--- config.mk ---
export PLATFORM = sky130hd
export DESIGN_NAME = pattern_fill_generator
export DESIGN_NICKNAME = d
export VERILOG_FILES = /design/src/rtl/pattern_gen_pkg.sv /design/src/rtl/pattern_coord_counter.sv /design/src/rtl/pattern_fill_generator.sv
export SDC_FILE = /design/constraint.sdc
export NUM_CORES = 1
export LEC_CHECK = 0
export CAP_MARGIN = 30
export CORE_MARGIN = 10
export CORE_UTILIZATION = 54
export CTS_CLUSTER_SIZE = 8
export DETAILED_ROUTE_END_ITERATION = 16
export GPL_TIMING_DRIVEN = 0
export PLACE_DENSITY_LB_ADDON = 0.12
export SETUP_SLACK_MARGIN = 0.5
export SLEW_MARGIN = 20
export SYNTH_ARGS = -nofsm -noshare
export SYNTH_HDL_FRONTEND = slang
export SYNTH_SLANG_ARGS = --single-unit
export TNS_END_PERCENT = 20
--- constraint.sdc ---
create_clock -name clk -period 6.1 [get_ports clk]
set_input_delay 1.525 -clock clk [delete_from_list [all_inputs] [get_ports clk]]
set_output_delay 1.525 -clock clk [all_outputs]
set_load 0.1 [all_outputs]
--- src/rtl/pattern_gen_pkg.sv ---
// pattern_gen_pkg: mode and FSM encodings plus the colour-bar palette
package pattern_gen_pkg;
    typedef enum logic [1:0] {
        MODE_GRADIENT = 2'd0,
        MODE_SOLID    = 2'd1,
        MODE_CHECKER  = 2'd2,
        MODE_BARS     = 2'd3
    } mode_t;
    typedef enum logic [1:0] {
        S_IDLE    = 2'd0,
        S_WRITE   = 2'd1,
        S_DONE    = 2'd2,
        S_CLEANUP = 2'd3
    } state_t;
    localparam logic [0:7][23:0] BAR_COLORS = {
        24'hFFFFFF, 24'hFFFF00, 24'h00FFFF, 24'h00FF00,
        24'hFF00FF, 24'hFF0000, 24'h0000FF, 24'h000000
    };
endpackage

--- src/rtl/pattern_coord_counter.sv ---
// pattern_coord_counter: raster x/y position and colour-bar index for the pixel being emitted
module pattern_coord_counter #(
    parameter int H_RES = 320,
    parameter int V_RES = 240,
    parameter int W     = 9
) (
    input  logic         clk,
    input  logic         reset,
    input  logic         i_clear,
    input  logic         i_advance,
    output logic [W-1:0] o_x,
    output logic [W-1:0] o_y,
    output logic [2:0]   o_bar,
    output logic         o_last_pixel
);
    localparam int BW = H_RES / 8;
    localparam int CW = $clog2(BW + 1);
    logic [W-1:0]  r_x, r_y;
    logic [2:0]    r_bar;
    logic [CW-1:0] r_bar_cnt;
    logic          w_line_end, w_bar_end;
    assign w_line_end = r_x == W'(H_RES - 1);
    assign w_bar_end  = r_bar_cnt == CW'(BW - 1);
    always_ff @(posedge clk) begin
        if (reset || i_clear) begin
            r_x       <= '0;
            r_y       <= '0;
            r_bar     <= '0;
            r_bar_cnt <= '0;
        end else if (i_advance) begin
            r_x       <= w_line_end ? '0 : r_x + 1'b1;
            r_y       <= w_line_end ? r_y + 1'b1 : r_y;
            r_bar_cnt <= (w_line_end || w_bar_end) ? '0 : r_bar_cnt + 1'b1;
            r_bar     <= w_line_end ? '0 : w_bar_end ? r_bar + 1'b1 : r_bar;
        end
    end
    assign o_x          = r_x;
    assign o_y          = r_y;
    assign o_bar        = r_bar;
    assign o_last_pixel = w_line_end && r_y == W'(V_RES - 1);
endmodule

--- src/rtl/pattern_fill_generator.sv ---
// pattern_fill_generator: streams one frame of pattern words into frame memory per enable,
// stalling on the arbiter pause and handshaking completion through done.
module pattern_fill_generator
    import pattern_gen_pkg::*;
#(
    parameter int H_RES     = 320,
    parameter int V_RES     = 240,
    parameter int ADDR_W    = 18,
    parameter int TILE_LOG2 = 3
) (
    input  logic              clk,
    input  logic              reset,
    input  logic              pause,
    input  logic              enable,
    input  logic [1:0]        mode,
    input  logic [ADDR_W-1:0] starting_address,
    input  logic [23:0]       fill_color,
    output logic [31:0]       data_write,
    output logic [ADDR_W-1:0] addr,
    output logic              wren,
    output logic              done
);
    localparam int XW = $clog2(H_RES) > TILE_LOG2 + 1 ? $clog2(H_RES) : TILE_LOG2 + 1;
    localparam int W  = $clog2(V_RES) > XW ? $clog2(V_RES) : XW;
    state_t            r_state;
    mode_t             r_mode;
    logic [ADDR_W-1:0] r_ptr;
    logic [23:0]       r_color, r_k;
    logic [W-1:0]      w_x, w_y;
    logic [2:0]        w_bar;
    logic              w_last, w_odd_tile;
    logic [23:0]       w_rgb;
    pattern_coord_counter #(.H_RES(H_RES), .V_RES(V_RES), .W(W)) u_coord (
        .clk          (clk),
        .reset        (reset),
        .i_clear      (!pause && r_state == S_IDLE && enable),
        .i_advance    (!pause && r_state == S_WRITE),
        .o_x          (w_x),
        .o_y          (w_y),
        .o_bar        (w_bar),
        .o_last_pixel (w_last)
    );
    // Tile parity is bit TILE_LOG2 of x xor y.
    assign w_odd_tile = |(((w_x ^ w_y) >> TILE_LOG2) & W'(1));
    assign w_rgb = r_mode == MODE_GRADIENT ? r_k :
                   r_mode == MODE_SOLID    ? r_color :
                   r_mode == MODE_CHECKER  ? (w_odd_tile ? r_color : 24'h0) :
                   BAR_COLORS[w_bar];
    always_ff @(posedge clk) begin
        if (reset) begin
            r_state    <= S_IDLE;
            data_write <= '0;
            addr       <= '0;
            wren       <= 1'b0;
            done       <= 1'b0;
        end else if (pause) begin
            wren <= 1'b0;
        end else begin
            case (r_state)
                S_IDLE: begin
                    data_write <= '0;
                    addr       <= '0;
                    wren       <= 1'b0;
                    done       <= 1'b0;
                    if (enable) begin
                        r_mode  <= mode_t'(mode);
                        r_ptr   <= starting_address;
                        r_color <= fill_color;
                        r_k     <= '0;
                        r_state <= S_WRITE;
                    end
                end
                S_WRITE: begin
                    wren       <= 1'b1;
                    addr       <= r_ptr;
                    data_write <= {w_rgb, 8'h00};
                    r_ptr      <= r_ptr + 1'b1;
                    r_k        <= r_k + 1'b1;
                    if (w_last) r_state <= S_DONE;
                end
                S_DONE: begin
                    data_write <= '0;
                    addr       <= '0;
                    wren       <= 1'b0;
                    done       <= 1'b1;
                    r_state    <= S_CLEANUP;
                end
                default: begin
                    if (!enable) begin
                        done    <= 1'b0;
                        r_state <= S_IDLE;
                    end
                end
            endcase
        end
    end
endmodule

==> results.py <==
metrics = {
    "clock_tree": {
        "clk_transition_reported_paths_ps": 60,
        "clk_path_buf_depth": 2,
        "post_cts.repair.setup_buffers": 0,
        "numCtsBuffers": 17,
        "tritoncts_clock_tree": "yes",
        "cts_hold_buffers": 0,
        "cts-resized-gates": 0,
        "clkLatencyLatePin_ps": 430,
        "tritoncts_num_sinks": 141,
        "cts_root_buf": "sky130_fd_sc_hd__clkbuf_16",
        "htreeDepth": 4,
    },
    "yosys": {
        "syn_avg_cell_area_um2": 9.589,
        "synth_warnings": 0,
        "ys_top_cells_by_area": "sky130_fd_sc_hd__edfxtp_1 (32%), sky130_fd_sc_hd__dfxtp_1 (23%), sky130_fd_sc_hd__a21oi_1 (6.0%)",
        "ys_seq_area_frac": 0.5413,
        "synth-edff-count": 68,
        "synth_cell_type_count": 53,
        "synth_async_sr_flop_share": 0,
        "synth_area_um2": 6472,
        "postSynthCellCount": 675,
        "most_area_hungry_cell_type_in_the_yosys_netlist": "sky130_fd_sc_hd__edfxtp_1",
        "dominantRegCellSynth": "sky130_fd_sc_hd__dfxtp_1",
        "synth_largest_type_area_fraction": 0.3155,
        "post_synthesis_register_bit_count": 141,
    },
    "layout": {
        "num-nets-final": 856,
        "area_growth_pct": 26.16,
        "mostFrequentLayoutCell": "sky130_fd_sc_hd__clkdlybuf4s50_1",
        "final_cell_mix": "sky130_fd_sc_hd__clkdlybuf4s50_1 (90), sky130_fd_sc_hd__nand2_1 (81), sky130_fd_sc_hd__a21oi_1 (77)",
        "final_cell_count_no_fill": 953,
        "diodes_inserted": 0,
        "final_layout_size_suffix_gt1_frac": 0.07037,
    },
    "global_route": {
        "grt_first_pass_wirelength_um": 26770,
        "grt.met3_usage": 0.06444,
        "grt_util_met1": 0.2413,
        "grt_remaining_overflow": 0,
        "grt_max_degree": 17,
        "globalRoute.busiestLayer": "met2",
        "first_global_vias": 5473,
        "antenna_found_initial": 0,
        "global_route_met2_usage": 0.3237,
        "grt.total_usage": 0.1985,
    },
    "drt": {
        "total_length_of_routed_wires_um": 16530,
        "vias": 5529,
        "drt_drc": 0,
        "postRouteAntennaNets": 0,
        "avgRoutedWirePerCell_um": 17.34,
        "number_of_design_rule_violations_left_by_the_first_detailed_router_iteration": 428,
        "post_drt_via_cell_ratio": 5.802,
        "dr.pass1.iters": 6,
    },
    "sta": {
        "unrepaired_setup_endpoints_after_global_routing": "no",
        "tightest_slew_ps": 1037,
        "finalHoldViolations": 0,
        "period_needed_ps": 3465,
        "portion_of_the_clock_cycle_consumed_by_the_worst_path_in_the_final_layout": 0.5681,
        "hold_ws_ps": 455.6,
        "max-slew-margin-rel": 0.3066,
        "setup_viol_count_final": 0,
        "slew_violations": 0,
        "fmaxAchievable_ghz": 0.2886,
        "clock_skew_ps": 9.193,
    },
    "pwr": {
        "power.ir.vdd_worst_mv": 0.2780,
        "powerDensity_nw_per_um2": 281.3,
        "leakage_nw": 2.725,
    },
    "min_path": {
        "hp-class": "flop to flop",
    },
    "critical_path": {
        "timing.critical_path.from_type": "flop",
        "worstSetupPathType": "flop to output pin",
        "crit_chain": "clkdlybuf4s50_1",
        "largest_stage_delay_on_the_critical_path_ps": 1180,
        "timing.critical_path.buf_inv": 1,
        "critPathSlowestCell": "sky130_fd_sc_hd__clkdlybuf4s50_1",
        "timing.critical_path.arrival_ps": 1940,
        "crit_path_end_kind": "output pin",
        "crit_family": "buffers and inverters",
        "data_required_critical_path_ps": 4580,
        "critical_path_peak_fanout": 2,
    },
    "die": {
        "die_area_um2": 16770,
        "rows": 39,
        "die_height_um": 129.5,
        "die-width_um": 129.5,
        "start_util": 0.5597,
        "pin_count": 100,
        "core_area_um2": 11560,
    },
    "placed_design": {
        "dp_hpwl_um": 11980,
        "placedCellCount": 920,
        "finalWeightedCongestion": 0.8356,
        "number_of_i_o_port_buffers": 90,
    },
    "job": {
        "drv_cap": 0,
    },
    "run_status": {
        "status": "complete, no violations",
    },
}
==> logic make-up after synthesis <==
group,synth area share
flip-flops,0.5413
multiplexers,0.007926
AO/OA/AOI/OAI,0.1361
adder cells (fa/ha/maj),0.02126
other,0.0005794
XOR/XNOR,0.04736
AND/OR/NAND/NOR,0.2041
buffers and inverters,0.04137
==> flip-flops by register name, summed over array words and instances, names as in the netlist, 2 cells and up <==
register / count
data_write: 24
r_color: 24
r_k: 24
addr: 18
r_ptr: 18
u_coord.o_x: 9
u_coord.o_y: 9
u_coord.r_bar_cnt: 6
u_coord.o_bar: 3
r_mode: 2
r_state: 2
==> through the flow <==
step | instance area (um^2) | setup WS, ps | power [mW] | util | TNS [ps]
3_3_place_gp | 7579 | -1185 | 1.397 | 0.6553 | -49690
2_1_floorplan | 6499 | 740.4 | 1.304 | - | 0
4_1_cts | 8160 | 2619 | 2.304 | 0.7056 | 0
6_report | 8165 | 2635 | 2.297 | 0.7060 | 0
5_1_grt | 8165 | 2495 | 2.366 | 0.7060 | 0
3_5_place_dp | 7656 | 2227 | 1.411 | 0.6620 | 0
==> final cells by class <==
| class | instances | area, um^2 |
|---|---|---|
| repair buffers | 96 | 965.9 |
| inverters | 17 | 63.81 |
| plain buffers | 40 | 203.9 |
| well taps | 143 | 178.9 |
| multi-input cells | 484 | 2745 |
| fillers | 858 | 3400 |
| clock inverters | 9 | 46.29 |
| clock buffers | 23 | 457.9 |
| flip-flops and latches | 141 | 3503 |
==> Yosys cell counts (all sizes together), types with 2 or more instances <==
library cell and instances:
a21oi 77, a221o 2, and2 2, and4 5
and4b 2, buf 14, clkbuf 25, dfxtp 73
edfxtp 68, ha 11, inv 17, mux2i 4
nand2 81, nand2b 4, nand3 38, nand3b 3
nand4 15, nand4b 5, nor2 50, nor2b 6
nor3 9, nor4 11, nor4bb 2, o21ai 67
o31ai 8, or2 2, or3 12, or4 12
xnor2 21, xor2 14
==> routing by layer <==
metal / routed length (um) / up-vias
met4: 240 / 0
li1: - / 2672
met5: 0 / -
met2: 8008 / 204
met3: 1233 / 23
met1: 7046 / 2630
==> report_power, final <==
group          leakage (nW)  internal (mW)  switching [mW]
registers              1.22           1.04          0.0284
logic                  1.25          0.102           0.228
clock network         0.252          0.522           0.381
==> path summary, 6_finish.rpt <==
kind / start / endpoint / slack [ps] / cells past startpoint
max: data_write[31]$_SDFFE_PP0P_ / data_write[31] / 2630 / 1
min: data_write[23]$_SDFFE_PP0P_ / data_write[23]$_SDFFE_PP0P_ / 460 / 2
max reg2reg: r_state[0]$_SDFFE_PP0P_ / data_write[21]$_SDFFE_PP0P_ / 3060 / 10
min reg2reg: data_write[23]$_SDFFE_PP0P_ / data_write[23]$_SDFFE_PP0P_ / 460 / 2
Power figures use the tool's default switching activity.
